$ cat config.mk
export PLATFORM = sky130hd
export DESIGN_NAME = sd_phy_resp_rx_flat
export DESIGN_NICKNAME = d
export VERILOG_FILES = /design/src/rtl/sd_phy_resp_rx_if.sv /design/src/rtl/sd_phy_resp_rx.sv /design/src/flat_wrapper.sv
export SDC_FILE = /design/constraint.sdc
export NUM_CORES = 1
export LEC_CHECK = 0
export ABC_AREA = 1
export CAP_MARGIN = 15
export CORE_AREA = 2 2 161 163
export DETAILED_ROUTE_END_ITERATION = 10
export DIE_AREA = 0 0 163 165
export PLACE_DENSITY_LB_ADDON = 0.1
export SLEW_MARGIN = 10
export SYNTH_ARGS = -nofsm -noshare
export SYNTH_HDL_FRONTEND = slang
export SYNTH_SLANG_ARGS = --single-unit
$ cat constraint.sdc
create_clock -name clk -period 1.9 [get_ports clk]
set_input_delay 0.19 -clock clk [delete_from_list [all_inputs] [get_ports clk]]
set_output_delay 0.19 -clock clk [all_outputs]
set_load 0.05 [all_outputs]
$ cat src/rtl/sd_phy_resp_rx_if.sv
// Command-controller side of the SD CMD-line response receiver.
// master = command controller, slave = receiver.
// Optional SD_RESP_RX_R1B_EN adds wait_busy (sampled with start).
interface sd_phy_resp_rx_if;
  logic         start;
  logic         long_resp;
  logic         no_crc;
`ifdef SD_RESP_RX_R1B_EN
  logic         wait_busy;
`endif
  logic         busy;
  logic         done;
  logic         timeout;
  logic         crc_err;
  logic         end_err;
  logic [5:0]   resp_index;
  logic [127:0] resp_data;

  modport master (
`ifdef SD_RESP_RX_R1B_EN
    output wait_busy,
`endif
    output start, long_resp, no_crc,
    input  busy, done, timeout, crc_err, end_err, resp_index, resp_data
  );

  modport slave (
`ifdef SD_RESP_RX_R1B_EN
    input  wait_busy,
`endif
    input  start, long_resp, no_crc,
    output busy, done, timeout, crc_err, end_err, resp_index, resp_data
  );
endinterface

$ cat src/rtl/sd_phy_resp_rx.sv
// SD PHY CMD-line response receiver: waits for the start bit, shifts in a
// 48-bit or 136-bit (R2) response, recomputes CRC7 (x^7+x^3+1) bit-serially,
// checks CRC and end bit, and reports with a single done pulse.
// Optional macro SD_RESP_RX_R1B_EN: adds wait_busy/sd_dat0_i and a BUSY_WAIT
// state that holds off done until DAT0 is released after an R1b response.
module sd_phy_resp_rx #(
  parameter int NCR_MAX = 64,
  parameter int CNT_W   = 8
) (
  input  logic clk,
  input  logic reset,
  input  logic clk_en,
  input  logic sd_cmd_i,
`ifdef SD_RESP_RX_R1B_EN
  input  logic sd_dat0_i,
`endif
  sd_phy_resp_rx_if.slave rx
);

  typedef enum logic [2:0] {
    IDLE, WAIT_START, RECV, DONE
`ifdef SD_RESP_RX_R1B_EN
    , BUSY_WAIT
`endif
  } state_t;

  state_t             state, state_n;
  logic               long_q, nocrc_q;
`ifdef SD_RESP_RX_R1B_EN
  logic               wbusy_q;
`endif
  logic [CNT_W-1:0]   tmo_cnt, bit_cnt, bit_n;
  logic [6:0]         crc;
  logic [132:0]       sr;
  logic [133:0]       frame_w;
  logic [2:0]         cidx;
  logic               crc_feed, crc_chk;
  logic               timeout_q, crc_err_q, end_err_q;
  logic [5:0]         idx_q;
  logic [127:0]       data_q;

  function automatic logic [6:0] crc7_step(input logic [6:0] c, input logic b);
    logic fb;
    fb = c[6] ^ b;
    return {c[5:3], c[2] ^ fb, c[1:0], fb};
  endfunction

  // bit_n is the frame position of the bit sampled on this strobe in RECV
  assign bit_n    = bit_cnt - CNT_W'(1);
  assign cidx     = bit_n[2:0] - 3'd1;
  assign frame_w  = {sr, sd_cmd_i};
  assign crc_feed = (bit_n >= CNT_W'(8)) && (!long_q || bit_n <= CNT_W'(127));
  assign crc_chk  = (bit_n >= CNT_W'(1)) && (bit_n <= CNT_W'(7));

  // state register
  always_ff @(posedge clk or negedge reset)
    if (!reset) state <= IDLE;
    else        state <= state_n;

  // next-state logic
  always_comb begin
    state_n = state;
    case (state)
      IDLE:       if (rx.start) state_n = WAIT_START;
      WAIT_START: if (clk_en) begin
                    if (!sd_cmd_i)                    state_n = RECV;
                    else if (tmo_cnt == CNT_W'(1))    state_n = DONE;
                  end
      RECV:       if (clk_en && bit_cnt == CNT_W'(1)) begin
`ifdef SD_RESP_RX_R1B_EN
                    state_n = wbusy_q ? BUSY_WAIT : DONE;
`else
                    state_n = DONE;
`endif
                  end
`ifdef SD_RESP_RX_R1B_EN
      BUSY_WAIT:  if (clk_en && sd_dat0_i) state_n = DONE;
`endif
      DONE:       state_n = IDLE;
      default:    state_n = IDLE;
    endcase
  end

  // datapath: counters, shift register, CRC and status
  always_ff @(posedge clk or negedge reset) begin
    if (!reset) begin
      long_q    <= 1'b0;
      nocrc_q   <= 1'b0;
`ifdef SD_RESP_RX_R1B_EN
      wbusy_q   <= 1'b0;
`endif
      tmo_cnt   <= '0;
      bit_cnt   <= '0;
      crc       <= '0;
      sr        <= '0;
      timeout_q <= 1'b0;
      crc_err_q <= 1'b0;
      end_err_q <= 1'b0;
      idx_q     <= '0;
      data_q    <= '0;
    end else begin
      case (state)
        IDLE: if (rx.start) begin
          long_q    <= rx.long_resp;
          nocrc_q   <= rx.no_crc;
`ifdef SD_RESP_RX_R1B_EN
          wbusy_q   <= rx.wait_busy;
`endif
          timeout_q <= 1'b0;
          crc_err_q <= 1'b0;
          end_err_q <= 1'b0;
          crc       <= '0;
          tmo_cnt   <= CNT_W'(NCR_MAX);
        end
        WAIT_START: if (clk_en) begin
          if (!sd_cmd_i) begin
            bit_cnt <= long_q ? CNT_W'(135) : CNT_W'(47);
            crc     <= crc7_step(crc, 1'b0);
            sr      <= {sr[131:0], 1'b0};
          end else begin
            tmo_cnt <= tmo_cnt - CNT_W'(1);
            if (tmo_cnt == CNT_W'(1)) timeout_q <= 1'b1;
          end
        end
        RECV: if (clk_en) begin
          sr      <= {sr[131:0], sd_cmd_i};
          bit_cnt <= bit_n;
          // R2 CRC covers only bits 127..8, so restart it at bit 127
          if (crc_feed)
            crc <= crc7_step((long_q && bit_n == CNT_W'(127)) ? 7'd0 : crc, sd_cmd_i);
          if (crc_chk && !nocrc_q && (sd_cmd_i != crc[cidx]))
            crc_err_q <= 1'b1;
          if (bit_n == '0) begin
            end_err_q <= ~sd_cmd_i;
            idx_q     <= long_q ? frame_w[133:128] : frame_w[45:40];
            data_q    <= long_q ? {frame_w[127:1], 1'b0} : {96'd0, frame_w[39:8]};
          end
        end
        default: ;
      endcase
    end
  end

  assign rx.busy       = (state == WAIT_START) || (state == RECV)
`ifdef SD_RESP_RX_R1B_EN
                         || (state == BUSY_WAIT)
`endif
                         ;
  assign rx.done       = (state == DONE);
  assign rx.timeout    = timeout_q;
  assign rx.crc_err    = crc_err_q;
  assign rx.end_err    = end_err_q;
  assign rx.resp_index = idx_q;
  assign rx.resp_data  = data_q;

endmodule

$ cat src/flat_wrapper.sv
// flat-port wrapper written by rule: the top's interface ports become plain ports
module sd_phy_resp_rx_flat 
#(
  parameter int NCR_MAX = 64,
  parameter int CNT_W   = 8
)
  (clk, reset, clk_en, sd_cmd_i, rx_start, rx_long_resp, rx_no_crc, rx_busy, rx_done, rx_timeout, rx_crc_err, rx_end_err, rx_resp_index, rx_resp_data);
  sd_phy_resp_rx_if rx_i ();
  input  logic clk;
  input  logic reset;
  input  logic clk_en;
  input  logic sd_cmd_i;
  input wire logic [$bits(rx_i.start)-1:0] rx_start;
  input wire logic [$bits(rx_i.long_resp)-1:0] rx_long_resp;
  input wire logic [$bits(rx_i.no_crc)-1:0] rx_no_crc;
  output wire logic [$bits(rx_i.busy)-1:0] rx_busy;
  output wire logic [$bits(rx_i.done)-1:0] rx_done;
  output wire logic [$bits(rx_i.timeout)-1:0] rx_timeout;
  output wire logic [$bits(rx_i.crc_err)-1:0] rx_crc_err;
  output wire logic [$bits(rx_i.end_err)-1:0] rx_end_err;
  output wire logic [$bits(rx_i.resp_index)-1:0] rx_resp_index;
  output wire logic [$bits(rx_i.resp_data)-1:0] rx_resp_data;
  assign rx_i.start = rx_start;
  assign rx_i.long_resp = rx_long_resp;
  assign rx_i.no_crc = rx_no_crc;
  assign rx_busy = rx_i.busy;
  assign rx_done = rx_i.done;
  assign rx_timeout = rx_i.timeout;
  assign rx_crc_err = rx_i.crc_err;
  assign rx_end_err = rx_i.end_err;
  assign rx_resp_index = rx_i.resp_index;
  assign rx_resp_data = rx_i.resp_data;
  sd_phy_resp_rx #(.NCR_MAX(NCR_MAX), .CNT_W(CNT_W)) u_core (.clk(clk), .reset(reset), .clk_en(clk_en), .sd_cmd_i(sd_cmd_i), .rx(rx_i));
endmodule
==> out/results.tsv <==
stage	metric	value	unit
global_routing	grt_max_degree	88	
yosys	syn_inst	1360	
die	pin_count	146	
die	die_area	26900	um^2
clock_tree	clockBufferDepth	3	
run	maxCapViolCount	0	
cells_and_area	num-fill-cells	2044	
cells_and_area	n_antenna_cell	0	
yosys	synth_top_area_share	58.8	%
clock_tree	clock_latency	0.55	ns
die	die_h	165	um
detailed_routing	totalWireLength	29500	um
placement	port_buffers	145	
setup_path	worstPathRequired	2.36	ns
setup_path	worst_setup_path_end_kind	flip-flop	
global_routing	track_usage	22.0	%
die	core	25000	um^2
min_path	holdCritPathClass	in2async	
setup_path	cp.arrival	2.59	ns
detailed_routing	vias	9891	
sta	rsz0062_at_grt	yes	
sta	finalCritPeriodShare	112	%
clock_tree	clk_pin_slew_worst_paths	0.06	ns
sta	relSlewSlack	59.6	%
cells_and_area	fin_cells	1925	
sta	finalCriticalPeriod	2.13	ns
setup_path	start_kind	flip-flop	
cells_and_area	utilization	66.8	%
clock_tree	htree_num_levels	1	
placement	hpwlAfterDp	17900	um
yosys	synth_area_leaders	dfrtp_1 (59%), nand2_1 (16%), o21ai_0 (4.6%), o31ai_2 (4.3%), inv_1 (2.7%)	
cells_and_area	seqCellArea	7440	um^2
cells_and_area	drive_gt1_share	19.7	%
power_and_ir_drop	p_per_area	1190	nW/um^2
placement	gp_congestion	0.846	
sta	worstMarginPinSlew	0.608	ns
detailed_routing	drt_iter0_drc	702	
sta	slew_viol_final	0	
outcome	outcome	finished with violations	
detailed_routing	drc_errors	0	
power_and_ir_drop	vdd_ir_drop_max	1.04	mV
die	die_w	163	um
sta	finalSetupViolations	143	
yosys	ys_ff_latch	297	
global_routing	grt-ovfl-total	0	
die	rows	58	
yosys	yosys_warnings	0	
clock_tree	cts_buffers	31	
global_routing	grt_pass1_vias	9533	
cells_and_area	multi_input_area	4800	um^2
sta	max_freq	0.469	GHz
detailed_routing	met3_length	1180	um
yosys	yosys.area.top_type	dfrtp_1	
placement	dp_cells	1837	
yosys	syn_nets	1377	
setup_path	crit_type	reg2reg	
power_and_ir_drop	power.total	19.9	mW
setup_path	crit_fanout	8	
sta	hold_ws	0.155	ns
global_routing	grt_pass1_wl	48200	um
yosys	synth_cell_types	36	
cells_and_area	syn_to_final_growth	32.3	%
clock_tree	clkSinkCount	297	
detailed_routing	highest_layer	met4	
clock_tree	cts_tree	yes	
global_routing	antenna_found_initial	0	
yosys	yosysSeqAreaShare	58.8	%
sta	layout_setup_ws	-0.234	ns
yosys	syn_area_per_cell	9.30	um^2
outcome	violations	setup timing	
detailed_routing	wl_met2	13900	um
detailed_routing	avgRoutedWirePerCell	15.3	um
detailed_routing	ant_nets	0	
detailed_routing	viasPerCell	5.14	
detailed_routing	m1WireLength	13800	um
yosys	syn_area	12600	um^2
sta	hold_viol	0	
sta	skew	0.0112	ns
clock_tree	root_buffer	clkbuf_16	
cells_and_area	final_nets	1588	
detailed_routing	drt_first_pass_iters	5	
die	floorplan.initialDensity	50.5	%
power_and_ir_drop	p_leak	8.49	nW
final timing paths:
check / endpoint / cells past startpoint / startpoint / slack [ns]
max reg2reg: u_core.rx.resp_data[94] / 13 / u_core.bit_cnt[1] / -0.23
min in group clk: u_core.long_q / 3 / rx_long_resp / 0.24
max in group asynchronous: u_core.sr[128] / 3 / reset / 1.05
max: u_core.rx.resp_data[94] / 13 / u_core.bit_cnt[1] / -0.23
min: u_core.rx.resp_data[105] / 2 / reset / 0.15
min reg2reg: u_core.sr[132] / 2 / u_core.sr[132] / 0.48
metrics by stage:
step,TNS [ns],setup slack [ns],area (um^2)
final,-21.59,-0.234,16700
after detailed placement,-18.24,-0.210,15000
after global routing,-32.18,-0.303,16700
after floorplan,-7.57,-0.0861,12800
after CTS,-11.01,-0.149,16400
after global placement,-11.49,-0.121,15000
synth_stat cells:
master / instances
or2_2: 2
o221ai_1: 3
nand4_1: 4
inv_2: 4
nand3_1: 27
o31ai_2: 43
o21ai_1: 51
ha_1: 10
xor2_1: 2
nor3_1: 5
mux2_2: 1
a211oi_1: 1
nor4_1: 1
a21oi_1: 12
clkbuf_1: 46
nor3_4: 1
buf_1: 2
buf_6: 18
o31ai_1: 8
o22ai_1: 4
buf_4: 1
dfrtp_1: 297
nor2_2: 3
buf_2: 9
a22oi_1: 1
nand2b_1: 1
nand2_1: 529
a31o_2: 1
nor2_1: 28
nand2_2: 1
o211ai_1: 1
inv_1: 92
nand3b_1: 2
nand4_2: 1
mux2i_1: 32
o21ai_0: 116
cell type report:
class	count	area share [%]
clock buffer	42	5.24
timing repair buffer	254	15.7
tap	330	2.47
inverter	96	2.18
multi-input combinational	891	28.7
sequential	297	44.5
clock inverter	15	1.26
metal layers:
layer | global-route usage (%) | vias up
met5 | 0 | -
met4 | 5.23 | 0
met3 | 2.96 | 39
met2 | 35.6 | 195
met1 | 31.8 | 4833
li1 | - | 4824
placed cells by master, fill, tap and decap left out, types with 10 or more instances in the layout:
master and instances:
clkbuf_16 36, inv_2 13, dlygate4sd2_1 130, buf_4 73, o21ai_0 79, a21oi_1 11
nand2_2 45, nor2_1 20, dfrtp_1 292, o31ai_2 41, mux2i_1 32, inv_1 81
nand3_1 25, buf_12 19, nand2_1 482, o21ai_1 86, buf_6 10
critical path: stages (launching register included):
cell and delay, ns:
dfrtp_1 0.41, inv_2 0.09, ha_4 0.17, nand2_1 0.06, nand2_1 0.08, nand2_2 0.07
inv_2 0.07, nand2_2 0.06, nor3_4 0.21, nand4_4 0.14, buf_12 0.17, clkbuf_16 0.17
clkbuf_16 0.17, o31ai_2 0.18
report_power, final:
group / internal, mW / switching [mW]
sequential: 7.16 / 0.582
combinational: 2.11 / 3.63
clock: 3.90 / 2.48
total: 13.2 / 6.69
registers in the layout, summed over array words and instances (netlist names), 2 cells and up:
name	flops
u_core.sr	133
u_core.rx.resp_data	128
u_core.bit_cnt	8
u_core.tmo_cnt	8
u_core.crc	7
u_core.rx.resp_index	6
u_core.state	2
repair_timing:
action / 4_1_cts / 5_1_grt
hold endpoints to repair: 92 / 0
hold buffers: 1 / 0
pin swaps: 9 / 14
resized for setup: 181 / 50
endpoints found under the setup margin: 275 / 281
gates cloned: 6 / 5
buffers inserted: 15 / 5
cells by family after synthesis:
| group | Yosys count | share of synthesized area, % |
|---|---|---|
| xor+xnor | 2 | 0.139 |
| mux | 33 | 2.62 |
| simple gates | 605 | 18.7 |
| fa+ha+maj | 10 | 0.989 |
| buf+inv | 172 | 6.29 |
| compound gates | 241 | 12.5 |
| flops | 297 | 58.8 |
(Power assumes the default switching activity.)
